==> config.mk <==
export PLATFORM = sky130hd
export DESIGN_NAME = rca_accum
export DESIGN_NICKNAME = d
export VERILOG_FILES = /design/src/rtl/RCA_8bit.sv /design/src/rtl/rca_accum.sv
export SDC_FILE = /design/constraint.sdc
export NUM_CORES = 1
export LEC_CHECK = 0
export ABC_AREA = 1
export BUFFER_PORTS_ARGS = -buffer_cell sky130_fd_sc_hd__buf_2
export CELL_PAD_IN_SITES_DETAIL_PLACEMENT = 2
export CELL_PAD_IN_SITES_GLOBAL_PLACEMENT = 2
export CORE_MARGIN = 5
export CORE_UTILIZATION = 32
export DETAILED_ROUTE_END_ITERATION = 16
export PLACE_DENSITY = 0.8
export SYNTH_ARGS = -nofsm -noshare
export SYNTH_HDL_FRONTEND = slang
export SYNTH_SLANG_ARGS = --single-unit
==> constraint.sdc <==
create_clock -name clk -period 7.3 [get_ports clk]
set_clock_uncertainty 0.15 [all_clocks]
set_input_delay 0.365 -clock clk [delete_from_list [all_inputs] [get_ports clk]]
set_output_delay 0.365 -clock clk [all_outputs]
set_load 0.005 [all_outputs]
==> src/rtl/RCA_8bit.sv <==
// 8-bit ripple-carry adder built from a chain of full-adder bit slices.
module RCA_8bit (
    input  logic [7:0] a,
    input  logic [7:0] b,
    input  logic       cin,
    output logic [7:0] sum,
    output logic       carry
);

    logic [8:0] c;

    assign c[0] = cin;

    for (genvar i = 0; i < 8; i++) begin : g_bit
        assign sum[i]   = a[i] ^ b[i] ^ c[i];
        assign c[i + 1] = (a[i] & b[i]) | (a[i] & c[i]) | (b[i] & c[i]);
    end

    assign carry = c[8];

endmodule

==> src/rtl/rca_accum.sv <==
// Accumulates a job of 'count' unsigned bytes into a (CNT_W+8)-bit sum.
// The low byte uses RCA_8bit, and its carry-out increments the upper bits.
module rca_accum #(
    parameter int unsigned CNT_W = 4
) (
    input  logic               clk,
    input  logic               rst_n,
    input  logic               start,
    input  logic [CNT_W-1:0]   count,
    input  logic               in_valid,
    input  logic [7:0]         in_data,
    output logic               in_ready,
    output logic               busy,
    output logic               done,
    output logic [CNT_W+7:0]   result
);

    localparam logic [1:0] IDLE  = 2'd0;
    localparam logic [1:0] ACCUM = 2'd1;
    localparam logic [1:0] DONE  = 2'd2;

    logic [1:0]       state;
    logic [CNT_W+7:0] acc;
    logic [CNT_W-1:0] remaining;

    logic [7:0]       lo_sum;
    logic             lo_carry;
    logic [CNT_W-1:0] hi_sum;

    RCA_8bit u_rca (
        .a     (acc[7:0]),
        .b     (in_data),
        .cin   (1'b0),
        .sum   (lo_sum),
        .carry (lo_carry)
    );

    // The maximum job sum fits in CNT_W+8 bits, so this increment cannot wrap.
    assign hi_sum = acc[CNT_W+7:8] + CNT_W'(lo_carry);

    always_ff @(posedge clk or negedge rst_n) begin
        if (!rst_n) begin
            state     <= IDLE;
            acc       <= '0;
            remaining <= '0;
        end else begin
            case (state)
                IDLE: begin
                    if (start) begin
                        acc <= '0;
                        if (count == '0) begin
                            state <= DONE;
                        end else begin
                            remaining <= count;
                            state     <= ACCUM;
                        end
                    end
                end
                ACCUM: begin
                    // in_ready is high throughout ACCUM, so in_valid alone marks a transfer.
                    if (in_valid) begin
                        acc       <= {hi_sum, lo_sum};
                        remaining <= remaining - CNT_W'(1);
                        if (remaining == CNT_W'(1)) begin
                            state <= DONE;
                        end
                    end
                end
                DONE:    state <= IDLE;
                default: state <= IDLE;
            endcase
        end
    end

    assign in_ready = (state == ACCUM);
    assign busy     = (state == ACCUM) || (state == DONE);
    assign done     = (state == DONE);
    assign result   = acc;

endmodule

==> reports/metrics.csv, run 1 <==
stage;metric;value;unit
timing;hold_violations;0;
floorplan;start_util;0.3241;
placed_design;pre_cts_ws;2.979;ns
floorplan;die_area;4960;um2
timing;rsz0062_at_grt;no;
pwr;sequentialPowerShare;0.293;
cts;postCtsSetupBuffers;0;
outcome;status;finished, final reports clean;
timing;setup_violations;0;
pwr;p_leak;0.0007789;uW
global_route;grt_pass1_wl;5526;um
timing;slew_headroom;0.6594;
floorplan;die_h;70.43;um
cts;clk_path_buf_depth;2;
timing;period_minus_slack;4.210;ns
cts;numCtsBuffers;3;
cts;cts_tree;built;
floorplan;core;3606;um2
worst_hold_path;min_path_type;input port to flop;
placed_design;dpl.hpwl;2609;um
timing;slew_viol_final;0;
cts;clk_latency;0.26;ns
synthesis;synth_compound_area_frac;0.08994;
synthesis;synth_xor_area_frac;0;
finish;antenna_cells;0;
global_route;antenna_found_initial;0;
timing;period_share;0.5768;
flow_run;max_cap_violations;0;
timing;fin_tns_setup;0;ns
global_route;grt_pass1_vias;1176;
synthesis;synth.ff_latch_count;18;
floorplan;rows;22;
route;routed_via_density;4.651;
critical_path;critPathCaptureType;flop;
route;dr_wl_met2;1693;um
route;remaining_drc_errors;0;
critical_path;cp.arrival;4.22;ns
synthesis;ys_top_cells_by_count;28 x inv_1, 27 x nand2_1, 18 x dfrtp_1, 11 x nand3_1, 8 x ha_1;
pwr;ir_drop;0.1445;mV
critical_path;crit_path_start_kind;flop;
placed_design;place.gp.congestion;0.7662;
cts;clock-sinks;18;
route;wl;3153;um
synthesis;synth.avg_cell_area;8.721;um2
route;drt.antenna.violating_nets;0;
placed_design;port_buffers;30;
synthesis;yosysSeqAreaShare;0.3854;
pwr;power.internal;295.7;uW
synthesis;synth_most_common_cell;inv_1;
timing;whs;0.2933;ns
global_route;grt_start_max_net_pins;19;
synthesis;synth_area_leaders;dfrtp_1 39%, fa_1 12%, inv_1 9.0%, nand2_1 8.7%, ha_1 8.6%;
critical_path;worstPathMaxFanout;3;
critical_path;required;7.31;ns
timing;worst_pin_slew;0.5109;ns
synthesis;synthMuxAreaShare;0;
synthesis;synth_edf_count;0;
floorplan;io_pins;31;
timing;setup_slack;3.090;ns
synthesis;yosysTopAreaCell;dfrtp_1;
critical_path;critical_path_class;flop to flop;
finish;drive_gt1_frac;0.2575;
global_route;grt.overflow.total;0;
finish;area.growth.synth_to_final;22.16;%
synthesis;ys.warnings.count;0;
cts;htree_levels;1;
synthesis;ys.flop_type;dfrtp_1;
global_route;grtUsageTotal;0.1439;
pwr;cellPowerDensity;380.7;nW/um2
cts;root_buffer;clkbuf_8;
synthesis;synth_adder_area_share;0.2056;
route;first_iter_violations;26;
cts;cts-resized-gates;0;
finish;nets;199;
route;wl_met1;1269;um
synthesis;synth_top_area_share;0.3854;
cts;clk_pin_slew;0.07;ns
pwr;comb_power_share;0.551;
pwr;switching_share;0.4558;
floorplan;die_w;70.43;um
synthesis;syn-cell-area;1169;um2
route;top_layer;met4;
route;wl_met3;124;um
synthesis;synth.net_count;165;
route;vias;1000;
synthesis;synth.distinct_cells;22;
pwr;pwr-share-clk;0.156;
route;dr.pass1.iters;4;
route;post_drt_wl_per_cell;14.67;um
synthesis;synth_cells;134;
cts;cts_hold_buffers;1;
synthesis;synth_simple_gate_area_frac;0.2120;
timing;fmax;237.5;MHz
synthesis;async_reset_ff_frac;1.000;
synthesis;synth_top_family_by_area;simple AND/OR/NAND/NOR gates;
pwr;p_sw;247.7;uW
[through the flow]
stage | total power [uW] | utilization | std cells | cell area [um2]
global route | 604.4 | 0.3959 | 215 | 1428
finish | 543.5 | 0.3959 | 215 | 1428
detailed placement | 467.4 | 0.3779 | 210 | 1363
CTS | 556.9 | 0.3959 | 215 | 1428
floorplan | 370.0 | - | 134 | 1169
global placement | 440.3 | 0.3779 | 210 | 1363
[cell type report]
cell class | instances | area [um2]
fill | 423 | 2178
inverter | 29 | 108.9
tap | 48 | 60.06
clock buffer | 4 | 55.05
sequential | 18 | 450.4
timing repair buffer | 31 | 160.2
multi-input combinational | 85 | 593.1
[worst paths after layout]
check	cells after the start	slack (ns)	start	endpoint
worst max register to register	15	3.09	result[0]	result[10]
worst max-delay path	15	3.09	result[0]	result[10]
worst min-delay path	5	0.29	count[2]	remaining[2]
max in group asynchronous	2	6.27	rst_n	result[2]
worst min register to register	2	0.38	result[8]	result[8]
min in group asynchronous	2	0.42	rst_n	result[4]
[metal layers]
metal	GRT usage	vias to the layer above
met5	0	-
met2	0.2682	23
met1	0.1581	486
li1	-	486
met4	0.05745	0
met3	0.02590	5
[kinds of logic after synthesis]
group,after synthesis
fa+ha+maj,15
flops,18
compound gates,18
buf+inv,31
simple gates,52
[power by group through the flow]
stage               Combinational [uW]  Clock (uW)  Sequential (uW)
floorplan                          212           0              158
global placement                   282           0              159
detailed placement                 306           0              161
CTS                                309        89.2              159
global route                       348        92.8              164
finish                             299        84.9              159
[sequential cells by signal, summed over array words and instances (netlist names)]
signal,cells
state,2
result,12
remaining,4
[cell usage in the layout, fill, tap and decap left out]
cell type       n
nor2_1          5
fa_1            7
inv_1          28
a22oi_1         1
a21oi_2         1
o21ai_1         2
inv_2           1
buf_2          30
ha_1            8
o21ai_0         6
clkbuf_8        4
a21oi_1         1
nand3_4         1
or2_2           2
o22ai_1         7
nand4_1         2
nor2_2          1
nand2_1        27
dlygate4sd3_1   1
dfrtp_1        18
nand2_2         2
nor2_4          1
nand3_1        11
[worst max-delay path, stage by stage (launching register included)]
cell     delay, ns
dfrtp_1       0.38
ha_1          0.15
inv_1         0.04
fa_1          0.39
fa_1          0.40
fa_1          0.39
fa_1          0.39
fa_1          0.39
fa_1          0.40
fa_1          0.36
inv_1         0.06
ha_1          0.19
ha_1          0.21
nand3_1       0.08
nand2_1       0.09
nor2_1        0.04
No activity file was read; power rests on OpenSTA's default activity.
==> run 2: changes to the inputs <==
- CORE_UTILIZATION: 32 -> 30
- PLACE_DENSITY: 0.8 -> 0.76
- clock period: 7.3 -> 4.31 ns (I/O delays scaled with it)
==> reports/metrics.csv, run 2 (synthesis gave the netlist of run 1 again) <==
stage;metric;value;unit;change
critical_path;max_stage_delay;0.40;ns;about the same
finish;finalNonFillerCells;216;;+0.47%
cts;clk_pin_slew;0.07;ns;about the same
global_route;grt_pass1_wl;5244;um;-5.1%
timing;setup_slack;0.1792;ns;-2.910 ns
pwr;cellPowerDensity;633.7;nW/um2;+66%
route;post_drt_wl_per_cell;14.44;um;-1.5%
placed_design;port_buffers;30;;unchanged
cts;cts_tree;built;;
critical_path;critical_path.most_common_cell;fa_1;;
floorplan;die_h;72.42;um;+2.8%
cts;htree_levels;1;;unchanged
critical_path;critPathCaptureType;flop;;
pwr;p_leak;0.0007780;uW;-0.11%
global_route;antenna_found_initial;0;;unchanged
route;drt.antenna.violating_nets;0;;unchanged
finish;final_common_cell;buf_2;;
route;first_iter_violations;28;;+7.7%
finish;utilization;0.3889;;-0.007017
timing;fmax;242.1;MHz;+1.9%
route;routed_via_density;4.713;;+1.3%
finish;drive_gt1_frac;0.2857;;+0.02823
critical_path;rrSetupSlack;0.18;ns;-2.91 ns
finish;largest_reg_flops;12;;unchanged
critical_path;crit_path_start_kind;flop;;
pwr;ir_drop;0.2674;mV;+85%
finish;antenna_cells;0;;unchanged
cts;clk_path_buf_depth;2;;unchanged
floorplan;rows;22;;unchanged
timing;period_share;0.9584;;+0.3817
cts;root_buffer;clkbuf_8;;
timing;slew_headroom;0.6289;;-0.03051
timing;hold_violations;0;;unchanged
timing;slew_viol_final;0;;unchanged
finish;fin_area;1445;um2;+1.2%
critical_path;worstPathMaxFanout;3;;unchanged
floorplan;io_pins;31;;unchanged
global_route;grtUsageTotal;0.1259;;-0.01802
timing;setup_violations;0;;unchanged
global_route;grt_start_max_net_pins;19;;unchanged
route;wl;3120;um;-1.0%
timing;worst_pin_slew;0.5561;ns;+0.04516 ns
floorplan;start_util;0.3145;;-0.009602
placed_design;dpl.hpwl;2565;um;-1.7%
finish;mostFrequentLayoutCells;30 x buf_2, 28 x inv_1, 27 x nand2_1;;
flow_run;max_cap_violations;0;;unchanged
critical_path;cp.arrival;4.12;ns;-0.10 ns
placed_design;pre_cts_ws;0.03866;ns;-2.940 ns
timing;fin_tns_setup;0;ns;unchanged
route;vias;1018;;+1.8%
cts;clock-sinks;18;;unchanged
finish;nets;200;;+0.50%
cts;clk_latency;0.25;ns;about the same
placed_design;placed_cells_incl_taps;210;;unchanged
floorplan;die_area;5244;um2;+5.7%
floorplan;die_w;72.42;um;+2.8%
global_route;grt_pass1_vias;1203;;+2.3%
timing;period_minus_slack;4.131;ns;-0.07962 ns
route;remaining_drc_errors;0;;unchanged
floorplan;core;3716;um2;+3.1%
cts;numCtsBuffers;3;;unchanged
finish;area.growth.synth_to_final;23.66;%;
critical_path;critical_path_class;flop to flop;;
global_route;grt.overflow.total;0;;unchanged
placed_design;place.gp.congestion;0.7530;;-1.7%
outcome;status;finished, final reports clean;;
critical_path;path_cells;ha_1 -> inv_1 -> fa_1 -> fa_2 -> fa_1 -> fa_2 -> fa_1 -> fa_1 -> fa_1 -> inv_1 -> ha_2 -> ha_2 -> nand3_1 -> nand2_1 -> nor2_1;;
worst_hold_path;min_path_type;input port to flop;;
placed_design;placed_area;1363;um2;unchanged
critical_path;required;4.30;ns;-3.01 ns
route;dr.pass1.iters;2;;-2
critical_path;slowest_stage;fa_1;;
-- run 2: cell count changes in the layout (fill, tap and decap cells not counted) --
cell and delta:
fa_1 -2, fa_2 +2, buf_4 +1, ha_1 -2, ha_2 +2
-- run 2: layout make-up --
type,instances,area (um2)
fill,448,2271
multi-input combinational,85,603.1
sequential,18,450.4
timing repair buffer,32,167.7
inverter,29,108.9
tap,48,60.06
clock buffer,4,55.05
-- run 2: worst max-delay path: cells and delay by family (launching register included) --
| family | cells | cell delay, ns |
|---|---|---|
| adders and majority gates | 10 | 3.18 |
| buffers and inverters | 2 | 0.11 |
| DFF | 1 | 0.36 |
| and+or+nand+nor | 3 | 0.22 |
-- run 2: repair_timing --
item	4_1_cts	5_1_grt
endpoints found under the setup margin	0	3
hold buffers	1	0
resized for setup	0	4
endpoints found under the hold margin	18	0
setup buffers	0	1
-- run 2: power by group --
part	leakage (uW)	internal (uW)	switching [uW]
Combinational	0.000514	195	314
Clock	0.0000288	81.0	57.0
Sequential	0.000235	230	38.7
Total	0.000778	506	410
-- run 2: worst paths after layout --
path	cells past startpoint	endpoint	from
hold reg to reg	2	state[0]	state[0]
min in group asynchronous	2	result[7]	rst_n
setup / recovery	15	result[10]	result[0]
hold / removal	4	remaining[3]	count[3]
setup reg to reg	15	result[10]	result[0]
max in group asynchronous	2	result[10]	rst_n
-- run 2: through the flow --
step | hold slack (ns) | total power [uW]
after floorplan | -0.2301 | 626.6
after global placement | 0.03054 | 743.6
after detailed placement | 0.04295 | 785.0
after CTS | 0.1455 | 932.5
after global routing | 0.1770 | 1016
final | 0.1493 | 915.8
-- run 2: per-layer routing --
| layer | wire length, um | global-route usage | up-vias |
|---|---|---|---|
| met5 | 0 | 0 | - |
| met2 | 1708 | 0.2386 | 20 |
| met1 | 1278 | 0.1440 | 508 |
| li1 | - | - | 488 |
| met3 | 112 | 0.01801 | 2 |
| met4 | 21 | 0.03893 | 0 |
